==> src/rtl/decode_skid_if.sv <==
// decode_skid_if: handshake and payload bundle between the decoder, the
// decode skid buffer and rename.
//   Decoder side : i_valid, o_ready, i_pc, i_rs1, i_rs2, i_rd, i_immediate,
//                  i_ALUsrc, i_Branch, i_ALUOp, i_FUtype, i_Memread,
//                  i_Memwrite, i_Regwrite
//   Rename side  : o_valid, i_ready, o_pc, o_rs1, o_rs2, o_rd, o_immediate,
//                  o_ALUsrc, o_Branch, o_ALUOp, o_FUtype, o_Memread,
//                  o_Memwrite, o_Regwrite, o_count
// Modports: slave  = the skid buffer (consumes i_*, produces o_*)
//           master = the environment around it (decoder + rename)
interface decode_skid_if #(
  parameter int PC_W   = 9,
  parameter int DATA_W = 32
) ();
  logic              i_valid;
  logic              o_ready;
  logic [PC_W-1:0]   i_pc;
  logic [4:0]        i_rs1;
  logic [4:0]        i_rs2;
  logic [4:0]        i_rd;
  logic [DATA_W-1:0] i_immediate;
  logic              i_ALUsrc;
  logic              i_Branch;
  logic [1:0]        i_ALUOp;
  logic [1:0]        i_FUtype;
  logic              i_Memread;
  logic              i_Memwrite;
  logic              i_Regwrite;

  logic              o_valid;
  logic              i_ready;
  logic [PC_W-1:0]   o_pc;
  logic [4:0]        o_rs1;
  logic [4:0]        o_rs2;
  logic [4:0]        o_rd;
  logic [DATA_W-1:0] o_immediate;
  logic              o_ALUsrc;
  logic              o_Branch;
  logic [1:0]        o_ALUOp;
  logic [1:0]        o_FUtype;
  logic              o_Memread;
  logic              o_Memwrite;
  logic              o_Regwrite;
  logic [1:0]        o_count;

  modport slave (
    input  i_valid, i_pc, i_rs1, i_rs2, i_rd, i_immediate, i_ALUsrc, i_Branch,
           i_ALUOp, i_FUtype, i_Memread, i_Memwrite, i_Regwrite, i_ready,
    output o_ready, o_valid, o_pc, o_rs1, o_rs2, o_rd, o_immediate, o_ALUsrc,
           o_Branch, o_ALUOp, o_FUtype, o_Memread, o_Memwrite, o_Regwrite,
           o_count
  );

  modport master (
    output i_valid, i_pc, i_rs1, i_rs2, i_rd, i_immediate, i_ALUsrc, i_Branch,
           i_ALUOp, i_FUtype, i_Memread, i_Memwrite, i_Regwrite, i_ready,
    input  o_ready, o_valid, o_pc, o_rs1, o_rs2, o_rd, o_immediate, o_ALUsrc,
           o_Branch, o_ALUOp, o_FUtype, o_Memread, o_Memwrite, o_Regwrite,
           o_count
  );
endinterface

==> src/rtl/decode_skid_buffer.sv <==
// decode_skid_buffer: two-entry, full-throughput skid buffer between the
// decoder and rename. Every output is decoded from flops, so o_ready has no
// combinational path from i_ready / i_valid.
// Ports:
//   clk      - clock, rising edge
//   rst      - asynchronous active-high reset
//   bus      - decode_skid_if.slave: decoder valid/ready + payload in,
//              rename valid/ready + payload out, o_count occupancy
//   i_flush  - synchronous pipeline flush, highest priority
//              (present only when DECODE_SKID_FLUSH_EN is defined)
// Optional feature macro: DECODE_SKID_FLUSH_EN
module decode_skid_buffer #(
  parameter int PC_W   = 9,
  parameter int DATA_W = 32
) (
  input  logic                 clk,
  input  logic                 rst,
`ifdef DECODE_SKID_FLUSH_EN
  input  logic                 i_flush,
`endif
  decode_skid_if.slave         bus
);

  // pc + rs1/rs2/rd + immediate + 9 control bits
  localparam int PAY_W = PC_W + 15 + DATA_W + 9;

  typedef enum logic [1:0] {
    EMPTY = 2'd0,
    BUSY  = 2'd1,
    FULL  = 2'd2
  } state_t;

  state_t           state_q, state_d;
  logic [PAY_W-1:0] main_q, main_d;
  logic [PAY_W-1:0] skid_q, skid_d;
  logic [PAY_W-1:0] pay_in;
  logic             in_fire;
  logic             out_fire;
  logic             flush;

  assign pay_in = {bus.i_pc, bus.i_rs1, bus.i_rs2, bus.i_rd, bus.i_immediate,
                   bus.i_ALUsrc, bus.i_Branch, bus.i_ALUOp, bus.i_FUtype,
                   bus.i_Memread, bus.i_Memwrite, bus.i_Regwrite};

`ifdef DECODE_SKID_FLUSH_EN
  assign flush = i_flush;
`else
  assign flush = 1'b0;
`endif

  assign bus.o_valid = (state_q != EMPTY);
  assign bus.o_ready = (state_q != FULL);
  assign bus.o_count = (state_q == FULL) ? 2'd2 :
                       (state_q == BUSY) ? 2'd1 : 2'd0;

  assign in_fire  = bus.i_valid & bus.o_ready;
  assign out_fire = bus.o_valid & bus.i_ready;

  assign {bus.o_pc, bus.o_rs1, bus.o_rs2, bus.o_rd, bus.o_immediate,
          bus.o_ALUsrc, bus.o_Branch, bus.o_ALUOp, bus.o_FUtype,
          bus.o_Memread, bus.o_Memwrite, bus.o_Regwrite} = main_q;

  always_comb begin
    state_d = state_q;
    main_d  = main_q;
    skid_d  = skid_q;
    if (flush) begin
      // Payload is left as is; it is don't-care once the entries are invalid.
      state_d = EMPTY;
    end else begin
      case (state_q)
        EMPTY: begin
          if (in_fire) begin
            main_d  = pay_in;
            state_d = BUSY;
          end
        end
        BUSY: begin
          if (in_fire && out_fire) begin
            main_d = pay_in;
          end else if (in_fire) begin
            skid_d  = pay_in;
            state_d = FULL;
          end else if (out_fire) begin
            state_d = EMPTY;
          end
        end
        FULL: begin
          // o_ready is low here, so no input can arrive alongside the dequeue.
          if (out_fire) begin
            main_d  = skid_q;
            state_d = BUSY;
          end
        end
        default: state_d = EMPTY;
      endcase
    end
  end

  always_ff @(posedge clk or posedge rst) begin
    if (rst) begin
      state_q <= EMPTY;
      main_q  <= '0;
      skid_q  <= '0;
    end else begin
      state_q <= state_d;
      main_q  <= main_d;
      skid_q  <= skid_d;
    end
  end

endmodule

==> src/flat_wrapper.sv <==
// flat-port wrapper written by rule: the top's interface ports become plain ports
module decode_skid_buffer_flat 
#(
  parameter int PC_W   = 9,
  parameter int DATA_W = 32
)
  (clk, rst, bus_i_valid, bus_i_pc, bus_i_rs1, bus_i_rs2, bus_i_rd, bus_i_immediate, bus_i_ALUsrc, bus_i_Branch, bus_i_ALUOp, bus_i_FUtype, bus_i_Memread, bus_i_Memwrite, bus_i_Regwrite, bus_i_ready, bus_o_ready, bus_o_valid, bus_o_pc, bus_o_rs1, bus_o_rs2, bus_o_rd, bus_o_immediate, bus_o_ALUsrc, bus_o_Branch, bus_o_ALUOp, bus_o_FUtype, bus_o_Memread, bus_o_Memwrite, bus_o_Regwrite, bus_o_count);
  decode_skid_if #(.PC_W(PC_W), .DATA_W(DATA_W)) bus_i ();
  input  logic clk;
  input  logic rst;
  input wire logic [$bits(bus_i.i_valid)-1:0] bus_i_valid;
  input wire logic [$bits(bus_i.i_pc)-1:0] bus_i_pc;
  input wire logic [$bits(bus_i.i_rs1)-1:0] bus_i_rs1;
  input wire logic [$bits(bus_i.i_rs2)-1:0] bus_i_rs2;
  input wire logic [$bits(bus_i.i_rd)-1:0] bus_i_rd;
  input wire logic [$bits(bus_i.i_immediate)-1:0] bus_i_immediate;
  input wire logic [$bits(bus_i.i_ALUsrc)-1:0] bus_i_ALUsrc;
  input wire logic [$bits(bus_i.i_Branch)-1:0] bus_i_Branch;
  input wire logic [$bits(bus_i.i_ALUOp)-1:0] bus_i_ALUOp;
  input wire logic [$bits(bus_i.i_FUtype)-1:0] bus_i_FUtype;
  input wire logic [$bits(bus_i.i_Memread)-1:0] bus_i_Memread;
  input wire logic [$bits(bus_i.i_Memwrite)-1:0] bus_i_Memwrite;
  input wire logic [$bits(bus_i.i_Regwrite)-1:0] bus_i_Regwrite;
  input wire logic [$bits(bus_i.i_ready)-1:0] bus_i_ready;
  output wire logic [$bits(bus_i.o_ready)-1:0] bus_o_ready;
  output wire logic [$bits(bus_i.o_valid)-1:0] bus_o_valid;
  output wire logic [$bits(bus_i.o_pc)-1:0] bus_o_pc;
  output wire logic [$bits(bus_i.o_rs1)-1:0] bus_o_rs1;
  output wire logic [$bits(bus_i.o_rs2)-1:0] bus_o_rs2;
  output wire logic [$bits(bus_i.o_rd)-1:0] bus_o_rd;
  output wire logic [$bits(bus_i.o_immediate)-1:0] bus_o_immediate;
  output wire logic [$bits(bus_i.o_ALUsrc)-1:0] bus_o_ALUsrc;
  output wire logic [$bits(bus_i.o_Branch)-1:0] bus_o_Branch;
  output wire logic [$bits(bus_i.o_ALUOp)-1:0] bus_o_ALUOp;
  output wire logic [$bits(bus_i.o_FUtype)-1:0] bus_o_FUtype;
  output wire logic [$bits(bus_i.o_Memread)-1:0] bus_o_Memread;
  output wire logic [$bits(bus_i.o_Memwrite)-1:0] bus_o_Memwrite;
  output wire logic [$bits(bus_i.o_Regwrite)-1:0] bus_o_Regwrite;
  output wire logic [$bits(bus_i.o_count)-1:0] bus_o_count;
  assign bus_i.i_valid = bus_i_valid;
  assign bus_i.i_pc = bus_i_pc;
  assign bus_i.i_rs1 = bus_i_rs1;
  assign bus_i.i_rs2 = bus_i_rs2;
  assign bus_i.i_rd = bus_i_rd;
  assign bus_i.i_immediate = bus_i_immediate;
  assign bus_i.i_ALUsrc = bus_i_ALUsrc;
  assign bus_i.i_Branch = bus_i_Branch;
  assign bus_i.i_ALUOp = bus_i_ALUOp;
  assign bus_i.i_FUtype = bus_i_FUtype;
  assign bus_i.i_Memread = bus_i_Memread;
  assign bus_i.i_Memwrite = bus_i_Memwrite;
  assign bus_i.i_Regwrite = bus_i_Regwrite;
  assign bus_i.i_ready = bus_i_ready;
  assign bus_o_ready = bus_i.o_ready;
  assign bus_o_valid = bus_i.o_valid;
  assign bus_o_pc = bus_i.o_pc;
  assign bus_o_rs1 = bus_i.o_rs1;
  assign bus_o_rs2 = bus_i.o_rs2;
  assign bus_o_rd = bus_i.o_rd;
  assign bus_o_immediate = bus_i.o_immediate;
  assign bus_o_ALUsrc = bus_i.o_ALUsrc;
  assign bus_o_Branch = bus_i.o_Branch;
  assign bus_o_ALUOp = bus_i.o_ALUOp;
  assign bus_o_FUtype = bus_i.o_FUtype;
  assign bus_o_Memread = bus_i.o_Memread;
  assign bus_o_Memwrite = bus_i.o_Memwrite;
  assign bus_o_Regwrite = bus_i.o_Regwrite;
  assign bus_o_count = bus_i.o_count;
  decode_skid_buffer #(.PC_W(PC_W), .DATA_W(DATA_W)) u_core (.clk(clk), .rst(rst), .bus(bus_i));
endmodule
==> config.mk <==
export PLATFORM = sky130hd
export DESIGN_NAME = decode_skid_buffer_flat
export DESIGN_NICKNAME = d
export VERILOG_FILES = /design/src/rtl/decode_skid_if.sv /design/src/rtl/decode_skid_buffer.sv /design/src/flat_wrapper.sv
export SDC_FILE = /design/constraint.sdc
export NUM_CORES = 1
export LEC_CHECK = 0
export BUFFER_PORTS_ARGS = -buffer_cell sky130_fd_sc_hd__buf_2
export CAP_MARGIN = 20
export CORE_UTILIZATION = 49
export DETAILED_ROUTE_END_ITERATION = 10
export PLACE_DENSITY = 0.73
export SYNTH_ARGS = -nofsm -noshare
export SYNTH_HDL_FRONTEND = slang
export SYNTH_SLANG_ARGS = --single-unit
==> constraint.sdc <==
create_clock -name clk -period 3.69 [get_ports clk]
set_input_delay 0.1845 -clock clk [delete_from_list [all_inputs] [get_ports clk]]
set_output_delay 0.1845 -clock clk [all_outputs]
set_load 0.05 [all_outputs]
After elaboration in Yosys (flattened, before gate mapping)
Cells that the tools add are included.
{"block": "word_totals", "out_inout_bits": 69, "elab_cells": 33, "reg_bits": 132, "inputBits": 69}
{"block": "classes", "eq_ne": 8, "muxes": 12, "bitwise_logic": 3, "reduce_logical": 7}
{"cell": "two-way mux 65 bit", "n": 3}
{"cell": "case mux 65 bit (3 select lines)", "n": 1}
{"cell": "two-way mux 2 bit", "n": 6}
{"cell": "AND reduction 4 bit", "n": 2}
{"cell": "!= test 2 bit (second input constant)", "n": 3}
{"cell": "case mux 2 bit (3 select lines)", "n": 1}
{"cell": "!= test 2 x 1 -> 1 bit (second input constant)", "n": 2}
{"cell": "!= test 3 x 1 -> 1 bit (second input constant)", "n": 1}
{"cell": "AND reduction 3 bit", "n": 1}
{"cell": "nonzero test 3 bit", "n": 1}
{"cell": "bitwise AND 1 bit", "n": 2}
{"cell": "equality test 2 x 1 -> 1 bit (second input constant)", "n": 1}
{"cell": "equality test 2 bit (second input constant)", "n": 1}
{"cell": "zero test 2 bit", "n": 1}
{"cell": "nonzero test 2 bit", "n": 1}
{"cell": "logical AND 1 bit", "n": 1}
{"cell": "two-way mux 1 bit", "n": 1}
{"cell": "NOT 1 bit", "n": 1}

Longest topological paths before layout
{"block": "logic_depth", "ltp_word": 6, "mapped_depth": 5, "ltp_nobuf": 4}

Worst setup path before layout
Ideal clock, no wire load.
{"block": "synth_timing", "kind": "register to register", "startpoint": "register u_core.state_q[0]", "endpoint": "register u_core.main_q[24]", "t_required_ps": 3565, "synth_period_minus_slack_ps": 1693, "arrival_ps": 1568, "setup_time_ps": 125, "setup_slack_ps": 1997, "path_stages_with_launch": 6, "n_path_buf": 1, "path_cell_list": "dfrtp_1 > nand2b_4 > inv_2 > buf_2 > mux2_2 > mux2_2"}
{"block": "synth_between", "elab_chain_len": 5, "elab_cells_between_ends": 14, "cone_classes": "eq/ne (6); mux (1); bitwise (2); reduce/logical (5)"}
{"item": "start: declaration", "line_no": "decode_skid_buffer.sv:33", "source": "state_t state_q, state_d;"}
{"item": "start signal: assignment", "line_no": "decode_skid_buffer.sv:106", "source": "state_q <= state_d;"}
{"item": "!= test 2 bit / nonzero test 2 bit (equally long branches)", "line_no": "decode_skid_buffer.sv:52, decode_skid_buffer.sv:51"}
{"item": "bitwise AND 1 bit, on equally long branches", "line_no": "decode_skid_buffer.sv:56, decode_skid_buffer.sv:57"}
{"item": "logical AND 1 bit", "line_no": "decode_skid_buffer.sv:79", "source": "if (in_fire && out_fire) begin"}
{"item": "!= test 2 bit (no line)"}
{"item": "AND reduction 4 bit (no line)"}
{"item": "end signal: assignment", "line_no": "decode_skid_buffer.sv:107", "source": "main_q <= main_d;"}
{"item": "end: declaration", "line_no": "decode_skid_buffer.sv:34", "source": "logic [PAY_W-1:0] main_q, main_d;"}
Several ways; a longest one is shown, not always the timed one.
A chain may end at the register's enable or synchronous reset.

Worst setup path in the final report
{"block": "layout_timing", "startpoint": "register u_core.state_q[0]", "endpoint": "output bus_o_count[1]"}
{"block": "layout_between", "elab_chain_len": 2}
{"item": "equality test 2 bit", "line_no": "decode_skid_buffer.sv:53", "source": "assign bus.o_count = (state_q == FULL) ? 2'd2 :"}
{"item": "two-way mux 2 bit", "line_no": "decode_skid_buffer.sv:53"}
{"item": "end: declaration", "line_no": "flat_wrapper.sv:39", "source": "output wire logic [$bits(bus_i.o_count)-1:0] bus_o_count;"}
No other way between the ends.

==> results.sh <==
export IMPL_hold_class="primary input to async pin"
export IMPL_syn_avg_cell_area_um2=16.3
export IMPL_end_kind="primary output"
export IMPL_post_route_period_util_pct=72.3
export IMPL_dieArea_um2=12500
export IMPL_fmax_ghz=0.375
export IMPL_leakage_nw=3.48
export IMPL_cts_tree="done"
export IMPL_ys_types=20
export IMPL_finClkSkew_ns=0.00652
export IMPL_drt_total_wl_um=11200
export IMPL_start_kind="register"
export IMPL_clkPwrFrac_pct=26.7
export IMPL_num_vias=3495
export IMPL_drtAntennaViolNets=0
export IMPL_timing_rr_start="u_core.state_q[0]"
export IMPL_final_util_pct=65.1
export IMPL_hold_ws_ns=-0.0310
export IMPL_ys_warn_count=0
export IMPL_fp_row_count=39
export IMPL_first_iter_violations=124
export IMPL_final_cells=685
export IMPL_h_tree_depth=4
export IMPL_setup_viol=0
export IMPL_crit_path_start="u_core.state_q[0]"
export IMPL_clockBufferDepth=2
export IMPL_vias_per_cell=5.10
export IMPL_ff2ff_path_depth=4
export IMPL_ys_flop_type="dfrtp_1"
export IMPL_grt_overflow=0
export IMPL_die_w_um=112
export IMPL_antenna_found_initial=1
export IMPL_clkTransAtPathRegs_ns=0.05
export IMPL_synth_async_reset_ratio_pct=100
export IMPL_criticalPathCategory="register to primary output"
export IMPL_grt_pass1_wl_um=19100
export IMPL_combPwrFrac_pct=36.2
export IMPL_grt_pass1_vias=3841
export IMPL_crit_chain="nand2b_4 -> inv_2 -> buf_2"
export IMPL_place_congestion=0.692
export IMPL_final_net_count=598
export IMPL_final_area_um2=7520
export IMPL_period_needed_ns=2.67
export IMPL_relSlewSlack_pct=38.9
export IMPL_syn_area_um2=5890
export IMPL_hold_violations=13
export IMPL_synth_most_common_cell="dfrtp_1"
export IMPL_numCtsBuffers=17
export IMPL_dr_pass1_iters=9
export IMPL_post_place_cells=626
export IMPL_synth_top_area_share_pct=56.1
export IMPL_regToRegSetupSlack_ns=1.22
export IMPL_postCtsSetupBuffers=0
export IMPL_arrival_ns=2.48
export IMPL_maxCapViolations=0
export IMPL_pre_cts_slack_ns=1.19
export IMPL_grt_max_degree=133
export IMPL_cts_root_buf="clkbuf_16"
export IMPL_required_ns=3.51
export IMPL_fin_tns_setup_ns=0
export IMPL_cts_resized=0
export IMPL_drc=7
export IMPL_drive_above_1_share_pct=62.1
export IMPL_syn_nets=431
export IMPL_ir_worst_vdd_uv=409
export IMPL_numClockSinks=132
export IMPL_finalPower_mw=6.31
export IMPL_path_max_fanout=40
export IMPL_power_frac_seq_pct=37.1
export IMPL_synth_edf_count=0
export IMPL_coreArea_um2=11600
export IMPL_synthTopCellsByArea="dfrtp_1 (56%), mux2_2 (24%), mux2_1 (7.5%)"
export IMPL_synth_cells=362
export IMPL_synth_largest_area_cell="dfrtp_1"
export IMPL_power_internal_mw=3.98
export IMPL_p_sw_mw=2.33
export IMPL_status="finished, violations left"
export IMPL_initial_core_util_pct=50.9
export IMPL_syn2layout_area_growth_pct=27.7
export IMPL_synth_seq_cells=132
export IMPL_place_area_um2=6650
export IMPL_fp_dieH_um=112
export IMPL_grt_usage_pct=19.9
export IMPL_critical_path_max_stage_delay_ns=0.80
export IMPL_synth_commonest_cells="dfrtp_1 (132), mux2_2 (127), mux2_1 (39)"
export IMPL_violations="design-rule violations, negative hold slack"
export IMPL_finalMaxSlewViolations=0
export IMPL_grt_setup_unrepaired="no"
export IMPL_port_buffers=137
export IMPL_ios=138
export IMPL_clk_latency_ns=0.41
export IMPL_cp_slowest_cell="inv_2"
export IMPL_yosysSeqAreaShare_pct=56.1
export IMPL_switching_share_pct=36.9
export IMPL_dpl_hpwl_um=7110
export IMPL_wl_per_cell_um=16.4
export IMPL_worst_slack_ns=1.02
export IMPL_pwr_density_cell_nw_per_um2=838
export IMPL_worst_pin_slew_ns=0.916
[layout by cell type, fill, tap and decap left out, drive strengths merged, types with 2 or more instances in the layout]
master,synthesis,layout
nand2b,2,2
dlygate4sd3,0,27
clkbuf,0,23
nand3b,2,2
bufinv,0,2
clkinv,0,3
clkinvlp,0,4
buf,21,142
dfrtp,132,132
mux2,195,195
o21ai,2,2
[power by group through the flow]
stage	Combinational (mW)	Sequential, mW	Clock, mW
floorplan	0.884	3.24	0
global placement	2.24	2.32	0
detailed placement	2.29	2.36	0
CTS	2.32	2.34	1.73
global route	2.41	2.42	1.79
finish	2.28	2.34	1.69
[cell type report]
class / instances / area, um^2
repair buffers: 169 / 1010
inverters: 2 / 11.3
diodes: 1 / 2.50
clock inverters: 8 / 97.6
multi-input cells: 207 / 2420
clock buffers: 23 / 508
fillers: 884 / 4040
flip-flops and latches: 132 / 3300
well taps: 143 / 179
[routing by layer]
metal / vias to the layer above / share of wire [%] / track usage, %
li1: 1633 / - / -
met1: 1765 / 42 / 23.8
met2: 81 / 52 / 33.8
met3: 16 / 4.6 / 5.50
met4: 0 / 2.0 / 8.47
met5: - / 0 / 0
[worst max-delay path, delay by kind of cell (launching register included)]
| kind | cells | cell delay (ns) |
|---|---|---|
| buffers and inverters | 2 | 1.20 |
| DFF | 1 | 0.42 |
| and+or+nand+nor | 1 | 0.41 |
[flip-flops by register name, summed over array words and instances (netlist names)]
signal and count:
u_core.state_q 2, u_core.skid_q 65, u_core.main_q 65
[cells by family (layout without fill, tap and decap cells)]
logic type / count (synthesis) / count (layout) / synth area share (%)
mux: 195 / 195 / 39.1
buf+inv: 23 / 202 / 3.23
flops: 132 / 132 / 56.1
xor+xnor: 1 / 1 / 0.149
simple gates: 8 / 8 / 1.19
other cells: 0 / 1 / 0
compound gates: 3 / 3 / 0.255
[repair_timing]
| action | CTS | global route |
|---|---|---|
| endpoints found under the hold margin | 27 | 0 |
| setup endpoints to repair | 0 | 0 |
| hold buffers | 27 | 0 |
[path summary, 6_finish.rpt]
kind                                endpoint
max                           bus_o_count[1]
min                         u_core.main_q[4]
max reg2reg                u_core.main_q[46]
min reg2reg                u_core.skid_q[44]
max in group asynchronous  u_core.main_q[42]
min in group clk           u_core.skid_q[20]
(Power assumes the default switching activity.)
